**src/rtl/stream_source_pkg.sv**
```systemverilog
// stream_source_pkg: shared FSM states, stall counter width and LFSR taps (used when STREAM_SOURCE_LFSR_EN is defined).
package stream_source_pkg;
   typedef enum logic [1:0] {IDLE, SEND, GAP, DONE} state_e;
   localparam int STALL_CNT_W = 16;
   function automatic logic [31:0] lfsr_taps(input int width);
      return width == 32 ? 32'h8020_0003 : width == 16 ? 32'h0000_B400 : 32'h0000_00B8;
   endfunction
endpackage

```
**src/rtl/stream_source_if.sv**
```systemverilog
// stream_source_if: valid/ready stream bundle with producer (master) and consumer (slave) views.
interface stream_source_if #(parameter int DATA_WIDTH = 8);
   logic                  out_valid;
   logic                  out_ready;
   logic [DATA_WIDTH-1:0] out_data;
   logic                  out_last;
   modport master (output out_valid, output out_data, output out_last, input out_ready);
   modport slave (input out_valid, input out_data, input out_last, output out_ready);
endinterface

```
**src/rtl/stream_payload_gen.sv**
```systemverilog
// stream_payload_gen: payload register; incrementing counter, or Galois LFSR when STREAM_SOURCE_LFSR_EN is defined.
module stream_payload_gen import stream_source_pkg::*; #(parameter int WIDTH = 8) (
   input  logic             clk,
   input  logic             rst,
   input  logic             load,
   input  logic             step,
   input  logic [WIDTH-1:0] seed,
   output logic [WIDTH-1:0] value
);
   logic [WIDTH-1:0] init, nxt;
`ifdef STREAM_SOURCE_LFSR_EN
   localparam logic [31:0] TAPS = lfsr_taps(WIDTH);
   logic [WIDTH-1:0] taps;
   assign taps = TAPS[WIDTH-1:0];
   // an all-zero LFSR state would lock up, so seed 0 maps to all-ones
   assign init = seed == '0 ? '1 : seed;
   assign nxt = value[0] ? (value >> 1) ^ taps : value >> 1;
`else
   assign init = seed;
   assign nxt = value + WIDTH'(1);
`endif
   always_ff @(posedge clk or posedge rst)
      if (rst) value <= '0;
      else if (load) value <= init;
      else if (step) value <= nxt;
endmodule

```
**src/rtl/stream_source.sv**
```systemverilog
// stream_source: programmable valid/ready producer emitting len beats with optional inter-beat gap.
module stream_source import stream_source_pkg::*; #(
   parameter int DATA_WIDTH = 8,
   parameter int LEN_WIDTH  = 16,
   parameter int GAP_WIDTH  = 4
) (
   input  logic                   clk,
   input  logic                   rst,
   input  logic                   start,
   input  logic                   abort,
   input  logic [DATA_WIDTH-1:0]  seed,
   input  logic [LEN_WIDTH-1:0]   len,
   input  logic [GAP_WIDTH-1:0]   gap,
   stream_source_if.master        src,
   output logic                   busy,
   output logic                   done,
   output logic [LEN_WIDTH-1:0]   beat_count,
   output logic [STALL_CNT_W-1:0] stall_count
);
   state_e state, state_d;
   logic [LEN_WIDTH-1:0] len_q;
   logic [GAP_WIDTH-1:0] gap_q, gap_cnt;
   logic abort_q, hs, launch, last, pend;
   logic [DATA_WIDTH-1:0] payload;
   assign hs = src.out_valid & src.out_ready;
   assign launch = state == IDLE && start;
   assign last = beat_count == len_q - LEN_WIDTH'(1);
   assign pend = abort_q | abort;
   assign src.out_valid = state == SEND;
   assign src.out_last = state == SEND && last;
   assign src.out_data = payload;
   assign busy = state != IDLE;
   assign done = state == DONE;
   stream_payload_gen #(.WIDTH(DATA_WIDTH)) u_gen (
      .clk(clk), .rst(rst), .load(launch), .step(hs), .seed(seed), .value(payload)
   );
   always_comb begin
      state_d = state;
      case (state)
         IDLE: state_d = !start ? IDLE : len == '0 ? DONE : SEND;
         SEND: state_d = !hs ? SEND : (last || pend) ? DONE : gap_q != '0 ? GAP : SEND;
         GAP:  state_d = abort ? DONE : gap_cnt == GAP_WIDTH'(1) ? SEND : GAP;
         default: state_d = IDLE;
      endcase
   end
   always_ff @(posedge clk or posedge rst)
      if (rst) begin
         state <= IDLE;
         len_q <= '0;
         gap_q <= '0;
         gap_cnt <= '0;
         abort_q <= 1'b0;
         beat_count <= '0;
         stall_count <= '0;
      end else begin
         state <= state_d;
         if (launch) begin
            len_q <= len;
            gap_q <= gap;
            abort_q <= 1'b0;
            beat_count <= '0;
            stall_count <= '0;
         end else begin
            if (state == SEND && abort) abort_q <= 1'b1;
            else if (state == DONE) abort_q <= 1'b0;
            if (hs) beat_count <= beat_count + LEN_WIDTH'(1);
            if (src.out_valid && !src.out_ready && stall_count != '1) stall_count <= stall_count + STALL_CNT_W'(1);
            if (state == SEND && hs) gap_cnt <= gap_q;
            else if (state == GAP) gap_cnt <= gap_cnt - GAP_WIDTH'(1);
         end
      end
endmodule
```
**src/flat_wrapper.sv**
```systemverilog
// flat-port wrapper written by rule: the top's interface ports become plain ports
module stream_source_flat import stream_source_pkg::*;
#(
   parameter int DATA_WIDTH = 8,
   parameter int LEN_WIDTH  = 16,
   parameter int GAP_WIDTH  = 4
)
  (clk, rst, start, abort, seed, len, gap, busy, done, beat_count, stall_count, src_out_valid, src_out_data, src_out_last, src_out_ready);
  stream_source_if #(.DATA_WIDTH(DATA_WIDTH)) src_i ();
  input  logic clk;
  input  logic rst;
  input  logic start;
  input  logic abort;
  input  logic [DATA_WIDTH-1:0] seed;
  input  logic [LEN_WIDTH-1:0] len;
  input  logic [GAP_WIDTH-1:0] gap;
  output logic busy;
  output logic done;
  output logic [LEN_WIDTH-1:0] beat_count;
  output logic [STALL_CNT_W-1:0] stall_count;
  output wire logic [$bits(src_i.out_valid)-1:0] src_out_valid;
  output wire logic [$bits(src_i.out_data)-1:0] src_out_data;
  output wire logic [$bits(src_i.out_last)-1:0] src_out_last;
  input wire logic [$bits(src_i.out_ready)-1:0] src_out_ready;
  assign src_out_valid = src_i.out_valid;
  assign src_out_data = src_i.out_data;
  assign src_out_last = src_i.out_last;
  assign src_i.out_ready = src_out_ready;
  stream_source #(.DATA_WIDTH(DATA_WIDTH), .LEN_WIDTH(LEN_WIDTH), .GAP_WIDTH(GAP_WIDTH)) u_core (.clk(clk), .rst(rst), .start(start), .abort(abort), .seed(seed), .len(len), .gap(gap), .src(src_i), .busy(busy), .done(done), .beat_count(beat_count), .stall_count(stall_count));
endmodule
```
**config.mk**
```make
export PLATFORM = sky130hd
export DESIGN_NAME = stream_source_flat
export DESIGN_NICKNAME = d
export VERILOG_FILES = /design/src/rtl/stream_source_pkg.sv /design/src/rtl/stream_source_if.sv /design/src/rtl/stream_payload_gen.sv /design/src/rtl/stream_source.sv /design/src/flat_wrapper.sv
export SDC_FILE = /design/constraint.sdc
export NUM_CORES = 1
export LEC_CHECK = 0
export BUFFER_PORTS_ARGS = -buffer_cell sky130_fd_sc_hd__buf_4
export CAP_MARGIN = 20
export CORE_UTILIZATION = 50
export DETAILED_ROUTE_END_ITERATION = 16
export GPL_ROUTABILITY_DRIVEN = 0
export PLACE_DENSITY = 0.73
export SETUP_SLACK_MARGIN = 0.05
export SYNTH_ARGS = -nofsm -noshare
export SYNTH_HDL_FRONTEND = slang
export SYNTH_SLANG_ARGS = --single-unit
export TNS_END_PERCENT = 20
```
**constraint.sdc**
```tcl
create_clock -name clk -period 5.9 [get_ports clk]
set_input_delay 0.59 -clock clk [delete_from_list [all_inputs] [get_ports clk]]
set_output_delay 0.59 -clock clk [all_outputs]
set_load 0.02 [all_outputs]
```
==> flow_results.org <==
** Logic synthesis
- Yosys mapped a number of flops with a built-in enable equal to 0.
- Mean instance size in the synthesized netlist :: 8.73 um2
- Flip-flop and latch count after synthesis :: 67
- Number of standard cells after synthesis :: 436
- Net count after synthesis :: 475
- Largest area contributor in the netlist :: sky130_fd_sc_hd__dfrtp_1
- Post-synthesis sequential area ratio :: 44.1%
- Portion of synthesized cell area occupied by the leading cell type :: 44.1%
- Share of synthesized registers carrying an async set or reset :: 100%
- In the post-synthesis netlist, the biggest area contributors are sky130_fd_sc_hd__dfrtp_1 (44%), sky130_fd_sc_hd__nand2_1 (8.3%), sky130_fd_sc_hd__xor2_1 (5.8%).
- During synthesis, Yosys emitted a total of 0 warnings.
- Synthesis instantiated 49 different standard cells from the library.
- Ys flop type :: sky130_fd_sc_hd__dfrtp_1
- Netlist area before placement :: 3800 um2

** Global routing
- Initial antenna violation count :: 0
- Via count of the first global-routing pass :: 3024
- Across every metal layer, demand over resource in global routing totals 24.2%.
- The first global-routing pass estimated 14.6 mm of wire.
- Largest net degree at the start of global routing :: 68
- Summed over all layers, the global routing overflow is 0.

** Clock tree
- Counting the buffers created by CTS gives 9.
- The tree built by TritonCTS fans out to 67 sinks.
- Clock latency at the later pin of the worst-skew pair :: 0.33 ns
- After clock tree synthesis, the flow added hold-fix buffers numbering 0.
- Max Buffers Root-to-Sink :: 2
- CTS Root Buffer Type :: sky130_fd_sc_hd__clkbuf_8
- Setup bufs post-CTS :: 0
- CTS built an H-tree with a depth of 3.
- After clock tree synthesis, the clock-pin slew on the worst setup and hold paths is ~0.070 ns.
- Post-cts gate resize count :: 0
- TritonCTS built the clock tree.

** Timing
- TNS Setup :: 0 ns
- The worst path meets setup with 2.35 ns of slack.
- The number of hold violations in the final report came to 0.
- Portion of the clock cycle consumed by the worst path in the final layout :: 60.2%
- Number of endpoints failing setup at the final stage :: 0
- For the pin with the worst max-slew slack, the measured transition is 0.909 ns.
- Slew margin rel. :: between 30% and 40%
- Setup repair after global routing left no endpoint under its margin.
- Worst clock skew on the final layout :: 0.00810 ns
- Static timing analysis puts the maximum clock frequency at 282 MHz.
- Slew Limit Fails :: 0
- For the finished layout, the period the worst path requires is 3.55 ns.

** Pwr
- Total power density per cell area :: 420 nW/um2
- IR analysis of the VDD net gives a maximum drop of ~0.17 mV.
- Total power :: about 2.0 mW
- Static Leak :: 2.16 nW

** Routing
- Per-cell via count in the routed design :: 5.51
- After detailed routing, the number of remaining DRC violations is 0.
- Drt wl/cell :: between 10 and 15 um
- The pre-antenna-repair detailed-routing pass consisted of 4 iterations.
- 1st-iter DRT viols :: 194
- Antenna-violating nets left :: 0
- The final layout contains routed wiring with a total length of 9.19 mm.
- Via count :: 3379

** Place
- During placement, the flow inserted port buffers numbering 76.
- Placed Instances :: 597
- Post-detailed-placement half-perimeter wirelength :: 6.56 mm
- Placement Setup Slack :: approximately 2.7 ns

** Setup path
- The cell that appears most often on the critical path is sky130_fd_sc_hd__nor4_1.
- The worst register-to-register path begins at u_core.state[0].
- Of all nets on the critical path, the largest fanout is 5.
- Data arrival at the endpoint of the critical path :: between 2 and 3 ns
- Traced cell by cell, the critical path runs through inv_1 -> ha_1 -> or4b_4 -> nor4_1 -> a21oi_1 -> or3_1 -> nor4_1 -> and4_1 -> buf_4.
- Library cell contributing the largest single delay on the critical path :: sky130_fd_sc_hd__or4b_4
- Critical Path Sink Type :: output port
- The worst setup path is launched from a flip-flop.
- The worst register-to-register path ends at u_core.beat_count[15].
- Delay contributed by the slowest stage of the critical path :: 0.52 ns
- The number of cells on the worst reg-to-reg path is 6.
- The worst register-to-register path has a setup slack of 3.43 ns.
- CP required :: 5.31 ns
- Class of the most critical setup path :: reg -> out

** Hold path
- The path with the worst hold slack has its endpoint at u_core.gap_q[1].
- Worst hold path cell count :: 3
- Worst hold start :: gap[1]
- The min-delay analysis places its worst path in the category in -> reg.

** Cells and area
- Share of cells above drive strength 1 :: 20.4%
- Top library cells by usage in the layout, fill and taps aside :: sky130_fd_sc_hd__nand2_1 (84), sky130_fd_sc_hd__buf_4 (78), sky130_fd_sc_hd__dfrtp_1 (67)
- Area Growth Syn to Fin :: 22.1%
- Final net count :: ~550
- 0 antenna diodes ended up in the layout.
- Most common cell after layout, fill and taps aside :: sky130_fd_sc_hd__nand2_1
- Excluding fillers, the count of instances in the completed layout stands at 613.

** Job
- Max-cap violations :: 0

** Die
- The floorplan step defined a die boundary enclosing 7960 um2.
- Std-Cell Rows :: 31
- From bottom edge to top edge, the die measures around 89 um.
- 77 I/O pins were placed.
- Area inside the core boundary :: between 7000 and 8000 um2
- The initial utilization of the core area, before any placement, comes to ~52%.
- In this run the horizontal extent of the chip is slightly below 90 um.

** Status
- The flow ran to the end, and the final reports show no timing, DRC or antenna violations.
[per-layer routing]
layer,vias up,share of wire [%],GRT usage [%]
li1,1649,-,-
met1,1611,47,33.5
met2,103,46,37.3
met3,16,5.5,5.36
met4,0,1.8,9.52
met5,-,0,0
[synthesized netlist by cell type (all sizes together), types with 3 or more instances]
cell type / count
clkbuf: 12
or4: 3
a211oi: 4
xnor2: 23
or3: 4
nand4: 14
dfrtp: 67
nor3: 11
or2: 3
nand2: 84
nor2: 48
a21oi: 9
and2: 3
ha: 6
nor2b: 6
a311oi: 3
inv: 17
nand3: 11
xor2: 25
mux2i: 7
o21ai: 25
and4: 4
nor3b: 5
and3: 3
nor4: 12
buf: 4
[flip-flops by register name, indices dropped and copies added (netlist names)]
signal and cells:
u_core.stall_count 16, u_core.gap_q 4, u_core.len_q 16, u_core.state 2
u_core.gap_cnt 4, u_core.u_gen.value 8, u_core.abort_q 1, u_core.beat_count 16
[worst max-delay path: cells and delay by family (launching register included)]
kind,cells,cell delay [ns]
simple gates,5,1.67
flops,1,0.42
buf+inv,2,0.22
fa+ha+maj,1,0.18
compound gates,1,0.13
[how the worst max path moves through the flow]
stage / startpoint / end / slack [ns] / cells after the start
6_report: u_core.len_q[0] / src_out_last / 2.35 / 9
5_1_grt: u_core.len_q[0] / src_out_last / 2.22 / 9
4_1_cts: u_core.len_q[0] / src_out_last / 2.37 / 9
3_5_place_dp: u_core.len_q[0] / src_out_last / 2.74 / 9
3_3_place_gp: u_core.len_q[0] / src_out_last / 2.82 / 9
2_1_floorplan: u_core.len_q[0] / src_out_last / 2.94 / 8
[through the flow]
stage               hold WS [ns]  area, um2  utilization, %
finish                     0.445       4650            63.7
global route               0.427       4650            63.7
CTS                        0.440       4650            63.7
detailed placement         0.490       4450            61.1
global placement           0.484       4450            61.1
floorplan                  0.465       3800               -
[layout make-up]
| class | instances | area [um2] |
|---|---|---|
| sequential | 67 | 1680 |
| inverter | 17 | 63.8 |
| clock buffer | 12 | 145 |
| clock inverter | 4 | 50.0 |
| multi-input combinational | 336 | 2000 |
| tap | 99 | 124 |
| timing repair buffer | 78 | 586 |
| fill | 640 | 2650 |
[power by group]
group	switching, mW	total [mW]	internal (mW)
sequential	0.205	0.796	0.591
combinational	0.431	0.775	0.344
clock	0.173	0.379	0.206
total	0.809	1.95	1.14
[cells by family (layout without fill, tap and decap cells)]
logic type	count (synthesis)	count (layout)	synth area share, %
flops	67	67	44.1
xor+xnor	48	48	11.0
mux	7	7	1.84
simple gates	218	218	28.1
compound gates	57	57	9.50
buf+inv	33	111	3.45
fa+ha+maj	6	6	1.97
Power figures use the tool's default switching activity.
